[config.mk]
export PLATFORM = sky130hd
export DESIGN_NAME = mdu_issue_ctrl
export DESIGN_NICKNAME = d
export VERILOG_FILES = /design/src/rtl/mdu_pkg.sv /design/src/rtl/mdu_issue_ctrl.sv
export SDC_FILE = /design/constraint.sdc
export NUM_CORES = 1
export LEC_CHECK = 0
export ABC_AREA = 1
export BUFFER_PORTS_ARGS = -buffer_cell sky130_fd_sc_hd__buf_2
export CORE_MARGIN = 1.5
export CORE_UTILIZATION = 41
export CTS_CLUSTER_SIZE = 12
export DETAILED_ROUTE_END_ITERATION = 16
export PLACE_DENSITY = 0.86
export SYNTH_ARGS = -nofsm -noshare
export SYNTH_HDL_FRONTEND = slang
export SYNTH_SLANG_ARGS = --single-unit
[constraint.sdc]
create_clock -name clk -period 2.2 [get_ports clk]
set_clock_uncertainty 0.05 [all_clocks]
set_input_delay 0.22 -clock clk [delete_from_list [all_inputs] [get_ports clk]]
set_output_delay 0.22 -clock clk [all_outputs]
set_load 0.02 [all_outputs]
[src/rtl/mdu_pkg.sv]
// Shared encodings and helpers for the MDU issue controller.
package mdu_pkg;

    localparam int unsigned OP_W   = 3;
    localparam int unsigned DATA_W = 32;

    // EX-side MDU operation encodings
    typedef enum logic [OP_W-1:0] {
        MDU_NONE  = 3'd0,
        MDU_MULT  = 3'd1,
        MDU_MULTU = 3'd2,
        MDU_DIV   = 3'd3,
        MDU_DIVU  = 3'd4,
        MDU_MTLO  = 3'd5,
        MDU_MTHI  = 3'd6,
        MDU_MF    = 3'd7
    } mdu_op_e;

    // Issue FSM states
    typedef enum logic [1:0] {
        IDLE      = 2'd0,
        ISSUE     = 2'd1,
        WAIT_BUSY = 2'd2,
        RUN       = 2'd3
    } mdu_state_e;

    // Captured transaction presented to the MDU during ISSUE
    typedef struct packed {
        logic [OP_W-1:0]   op;
        logic [DATA_W-1:0] a;
        logic [DATA_W-1:0] b;
    } mdu_req_t;

    // Multiply/divide ops that raise MDU Busy and must be watched
    function automatic logic is_long_op(input logic [OP_W-1:0] op);
        return (op >= OP_W'(MDU_MULT)) && (op <= OP_W'(MDU_DIVU));
    endfunction

    // Ops that go through the issue FSM (everything except none and mf)
    function automatic logic is_issue_op(input logic [OP_W-1:0] op);
        return (op != OP_W'(MDU_NONE)) && (op != OP_W'(MDU_MF));
    endfunction

endpackage

[src/rtl/mdu_issue_ctrl.sv]
// Pipeline-side MDU initiator: issues one Start transaction per MDU op,
// tracks Busy with a watchdog, stalls EX on hazards and returns mf data.
module mdu_issue_ctrl
    import mdu_pkg::*;
#(
    parameter int unsigned BUSY_WAIT_MAX = 2,
    parameter int unsigned RUN_MAX       = 16,
    parameter int unsigned CNT_W         = 5
) (
    input  logic              clk,
    input  logic              rst,
    input  logic              ex_valid,
    input  logic [OP_W-1:0]   ex_op,
    input  logic              ex_mf_sel,
    input  logic [DATA_W-1:0] ex_a,
    input  logic [DATA_W-1:0] ex_b,
    input  logic              flush,
    input  logic              mdu_busy,
    input  logic [DATA_W-1:0] mdu_out,
    output logic              mdu_start,
    output logic [OP_W-1:0]   mdu_op,
    output logic [DATA_W-1:0] mdu_a,
    output logic [DATA_W-1:0] mdu_b,
    output logic              mdu_sel,
    output logic              stall,
    output logic [DATA_W-1:0] mf_data,
    output logic              mf_valid,
    output logic              timeout_err
);

    mdu_state_e       state_q, state_d;
    logic [CNT_W-1:0] cnt_q, cnt_d, cnt_inc;
    mdu_req_t         req_q;
    logic             req, accept, wdog_expire;

    assign req     = ex_valid && (ex_op != OP_W'(MDU_NONE));
    assign accept  = (state_q == IDLE) && req && is_issue_op(ex_op) && !flush;
    assign cnt_inc = cnt_q + CNT_W'(1);

    // State, watchdog counter, captured transaction and sticky error
    always_ff @(posedge clk or posedge rst) begin
        if (rst) begin
            state_q     <= IDLE;
            cnt_q       <= '0;
            req_q       <= '0;
            timeout_err <= 1'b0;
        end else begin
            state_q <= state_d;
            cnt_q   <= cnt_d;
            if (accept) begin
                req_q.op <= ex_op;
                req_q.a  <= ex_a;
                req_q.b  <= ex_b;
            end
            if (wdog_expire) begin
                timeout_err <= 1'b1;
            end
        end
    end

    // Next-state and watchdog sequencing
    always_comb begin
        state_d     = state_q;
        cnt_d       = cnt_q;
        wdog_expire = 1'b0;
        case (state_q)
            IDLE: begin
                if (accept) begin
                    state_d = ISSUE;
                end
            end
            ISSUE: begin
                if (flush) begin
                    state_d = IDLE;
                end else if (is_long_op(req_q.op)) begin
                    state_d = WAIT_BUSY;
                    cnt_d   = '0;
                end else begin
                    state_d = IDLE;
                end
            end
            WAIT_BUSY: begin
                if (mdu_busy) begin
                    state_d = RUN;
                    cnt_d   = '0;
                end else if (cnt_inc == CNT_W'(BUSY_WAIT_MAX)) begin
                    wdog_expire = 1'b1;
                    state_d     = IDLE;
                    cnt_d       = '0;
                end else begin
                    cnt_d = cnt_inc;
                end
            end
            RUN: begin
                if (!mdu_busy) begin
                    state_d = IDLE;
                end else if (cnt_inc == CNT_W'(RUN_MAX)) begin
                    wdog_expire = 1'b1;
                    state_d     = IDLE;
                    cnt_d       = '0;
                end else begin
                    cnt_d = cnt_inc;
                end
            end
            default: begin
                state_d = IDLE;
            end
        endcase
    end

    // MDU drive, pipeline stall and mf return path
    always_comb begin
        mdu_start = 1'b0;
        mdu_op    = '0;
        mdu_a     = '0;
        mdu_b     = '0;
        mdu_sel   = ex_mf_sel;
        stall     = req && (state_q != IDLE);
        mf_data   = mdu_out;
        mf_valid  = ex_valid && (ex_op == OP_W'(MDU_MF)) && (state_q == IDLE) && !flush;
        if (state_q == ISSUE) begin
            mdu_a = req_q.a;
            mdu_b = req_q.b;
            // A flush in ISSUE cancels the start before the MDU sees it
            if (!flush) begin
                mdu_start = 1'b1;
                mdu_op    = req_q.op;
            end
        end
    end

endmodule

### Word level (Yosys, flattened, before mapping)

Index checks and enable logic that the tools add are counted.

* register bits: 75
* input port bits: 105
* word-level logic and storage cells: 65

* add/sub/neg operators: 1
* $lt $le $gt $ge: 2
* equality and inequality tests: 13
* multiplexer cells: 26
* reduce and logical (&&, ||, !) cells: 17

Operators with widths (number)
* $mux 32: 2
* $mux 5: 6
* $pmux 5 s3: 1
* $mux 2: 7
* $logic_and 1x1->1: 10
* $ne 3x3->1 const B: 3
* $ne 2x2->1 const B: 4
* $pmux 2 s4: 1
* $mux 1: 6
* $mux 3: 2
* $reduce_bool 3->1: 2
* $add 5x1->5 const B: 1
* $eq 5x2->1 const B: 1
* $eq 5x5->1 const B: 1
* $eq 2x2->1 const B: 2
* $reduce_and 4->1: 1
* $eq 3x3->1 const B: 1
* $ge 3x1->1 const B: 1
* $le 3x3->1 const B: 1
* $reduce_and 3->1: 1
* $eq 2x1->1 const B: 1
* $logic_not 2->1: 1
* $pmux 1 s2: 1
* $reduce_bool 2->1: 1
* $logic_not 1->1: 1

### Depth between registers and ports, before layout

* word-level depth: 7
* gate-level depth with buffers: 10
* gate-level depth less buffers: 10

### Worst setup path after synthesis

Ideal clock, no wire load.

* path type: flip-flop to output port
* start point: register state_q[1]
* end point: output port mf_valid
* arrival: 1.249 ns
* required time: 1.930 ns
* path slack: 0.681 ns
* cell stages (with the launch flop): 4
* path through: dfrtp_1 > nor2_2 > nand2_1 > nor4_1

* cells in the longest elaborated chain, start to end: 3

Ends and longest elaborated chain
* start, declared: line mdu_issue_ctrl.sv:31 `mdu_state_e state_q, state_d;`
* start signal, assigned: line mdu_issue_ctrl.sv:48 `state_q <= state_d;`
* $logic_not 2->1: line mdu_issue_ctrl.sv:120 `mf_valid = ex_valid && (ex_op == OP_W'(MDU_MF)) && (state_q == IDLE) && !flush;`
* $logic_and 1x1->1 (2 in a row): line mdu_issue_ctrl.sv:120
* end, declared: line mdu_issue_ctrl.sv:27 `output logic mf_valid,`

Every way passes these cells.

### Worst setup path after layout

* start point: register state_q[1]
* end point: output port mdu_b[27]

* cells in the longest elaborated chain, start to end: 2

Ends and longest elaborated chain
* $eq 2x1->1: line mdu_issue_ctrl.sv:121 `if (state_q == ISSUE) begin`
* $mux 32: line mdu_issue_ctrl.sv:121
* end, declared: line mdu_issue_ctrl.sv:23 `output logic [DATA_W-1:0] mdu_b,`

Every way passes these cells.

==> metrics <==
status=finished clean; Synth top area share=0.475; Die Height=a little over 100 µm; largest net degree at the start of global routing=90; later-pin clock latency in the skew report=0.34 ns; Post-Syn Instances=roughly 500; Resize count post-CTS=0; DR vias=3287; grt total ovfl=0; GP Congestion=0.816; CP Class=flip-flop to primary output; Max Slew Vio Count=0; global-route wire length before repair=13.3 mm; row count=35; Vias/cell=roughly 4.5; area grow syn2layout=19.8%; pwr dens=approximately 1400 mW/mm²; clk buf depth=2; Max Cap Viol=0; Synth cell types=24; TritonCTS clock tree=built; synthesis warning total=0; most frequent cells in the layout=nor2_1 (145), buf_2 (142), inv_1 (84), dfrtp_1 (75), a21oi_2 (50); commonest non-fill, non-tap cell in the layout=nor2_1; DRT Pass-1 Iters=4; Critical path origin=state_q[1]$_DFFE_PP0P_; Synth Cell Area=0.00395 mm²; final worst path period need=1.86 ns; largest family of logic cells by synthesized area=simple AND/OR/NAND/NOR gates; DR WL/cell=around 12 µm; Clock Sinks=75; Synth Register Bits=75; diode count=0; layout cell share with drive strength beyond 1=0.367; number of port buffers=between 100 and 150; average size of a mapped cell=8.08 µm²; fin crit share=0.847; Nets=699; clock slew at reported path FFs=around 0.08 ns; Synth Area in Adders=0.00634; final setup vio count=0; VDD IR-drop max=0.762 mV; reg2reg setup slack=approximately 0.51 ns; Reg-to-Reg End=req_q[49]$_DFFE_PP0P_; Cell Area, Placed=0.00452 mm²; Starting Density=0.425; crit end category=primary output; sequential area share after synthesis=0.475; Lkg Pwr=2.74 nW; main area contributors after synthesis=dfrtp_1 (48%), nor2_1 (14%), a21oi_2 (11%); Fmax=0.537 GHz; all-layer global routing usage=0.163; setup_tns=0 ns; xor/xnor share of the synthesized area=0; FF-to-FF path depth=7; Worst Setup EP=mdu_b[27]; DP Wirelength=6.04 mm; vias in the first global route=3101; post-route cell area=0.00473 mm²; Data arrival, critical path=1.59 ns; multiplexer share of the synthesized area=0; Num CTS Buffers=9; Syn Nets=596; H-Tree Depth=3; remaining antenna violation count=0; Worst Path Required=1.93 ns; initial antenna violation count=0; Critical R2R Launch=state_q[1]$_DFFE_PP0P_; Final Hold Vio Count=0; Chip Width=101 µm; RSZ-0062 raised after global routing=false; leading area contributor after synthesis=dfrtp_1; crit path max fanout=64; CORE AREA=0.00928 mm²; die area=~0.010 mm²; boundary pin count=209; Root Driver=clkbuf_8; Slew headroom=0.632; Remaining DRCs=0; complex-gate fraction of the synthesized area=0.151; hold crit path type=input port to flip-flop; fillers=898; final WL=between 8 and 9 mm; critical path launch point type=flip-flop; worst slew pin tran=0.553 ns; DRT iter0 DRCs=88; Simple-Gate Fraction of Synth Area=0.188
flip-flops by register name, summed over array words and instances (netlist names):
signal,count
timeout_err,1
state_q,2
req_q,67
cnt_q,5
layout make-up:
cell class,count,area (µm²),area share
clock inverters,6,65.1,0.0138
clock buffers,10,138,0.0291
flip-flops and latches,75,1880,0.397
inverters,87,327,0.0690
well taps,129,161,0.0341
multi-input cells,272,1370,0.290
repair buffers,147,788,0.167
cells in the mapped netlist (all sizes together):
master,count
a21oi,66
a31oi,1
buf,49
clkbuf,6
dfrtp,75
ha,2
inv,87
nand2,28
nand3,8
nand3b,1
nand4,4
nor2,147
nor4,1
o21ai,12
o22ai,1
o31ai,1
metal layers:
metal  track usage  part of all wire
met2         0.288              0.49
met5             0                 0
met4        0.0524             0.013
met1         0.192              0.43
met3        0.0449             0.070
worst min path at each step:
| stage | startpoint | end | slack, ns | cells past startpoint |
|---|---|---|---|---|
| 4_1_cts | ex_a[29] | req_q[61]$_DFFE_PP0P_ | 0.04 | 3 |
| 3_5_place_dp | rst | req_q[17]$_DFFE_PP0P_ | 0.29 | 3 |
| 2_1_floorplan | mdu_busy | timeout_err$_DFFE_PP0P_ | 0.27 | 1 |
| 5_1_grt | ex_a[21] | req_q[53]$_DFFE_PP0P_ | 0.04 | 3 |
| 3_3_place_gp | rst | req_q[16]$_DFFE_PP0P_ | 0.28 | 3 |
| 6_report | ex_a[29] | req_q[61]$_DFFE_PP0P_ | 0.06 | 3 |
critical path, cell delays in order, from the launching register on:
cell and delay, ns:
dfrtp_1 0.45, inv_2 0.12, nand2_2 0.09, buf_12 0.20
nor2_1 0.15, buf_2 0.20
cells by family (layout without fill, tap and decap cells):
logic type	after synthesis	in the layout
adder cells (fa/ha/maj)	2	2
buffers and inverters	142	250
flip-flops	75	75
AO/OA/AOI/OAI	81	81
AND/OR/NAND/NOR	189	189
repair_timing:
action / 4_1_cts / 5_1_grt
hold buffers: 1 / 0
endpoints found under the hold margin: 75 / 0
setup buffers: 0 / 0
power breakdown:
part | leakage [nW] | internal (W) | switching, W
Sequential | 0.834 | 0.00202 | 0.000224
Combinational | 1.81 | 0.00105 | 0.00210
Clock | 0.102 | 0.000555 | 0.000524
Total | 2.74 | 0.00362 | 0.00285
through the flow:
step / cells / total power [W] / hold slack [ns] / worst slack, ns / util
after floorplan: 489 / 0.00459 / 0.267 / 0.0200 / -
after global routing: 726 / 0.00697 / 0.0438 / 0.279 / 0.509
after CTS: 726 / 0.00656 / 0.0376 / 0.340 / 0.509
final: 726 / 0.00647 / 0.0561 / 0.337 / 0.509
after global placement: 709 / 0.00533 / 0.281 / 0.564 / 0.487
after detailed placement: 709 / 0.00545 / 0.294 / 0.508 / 0.487
Power figures use the tool's default switching activity.
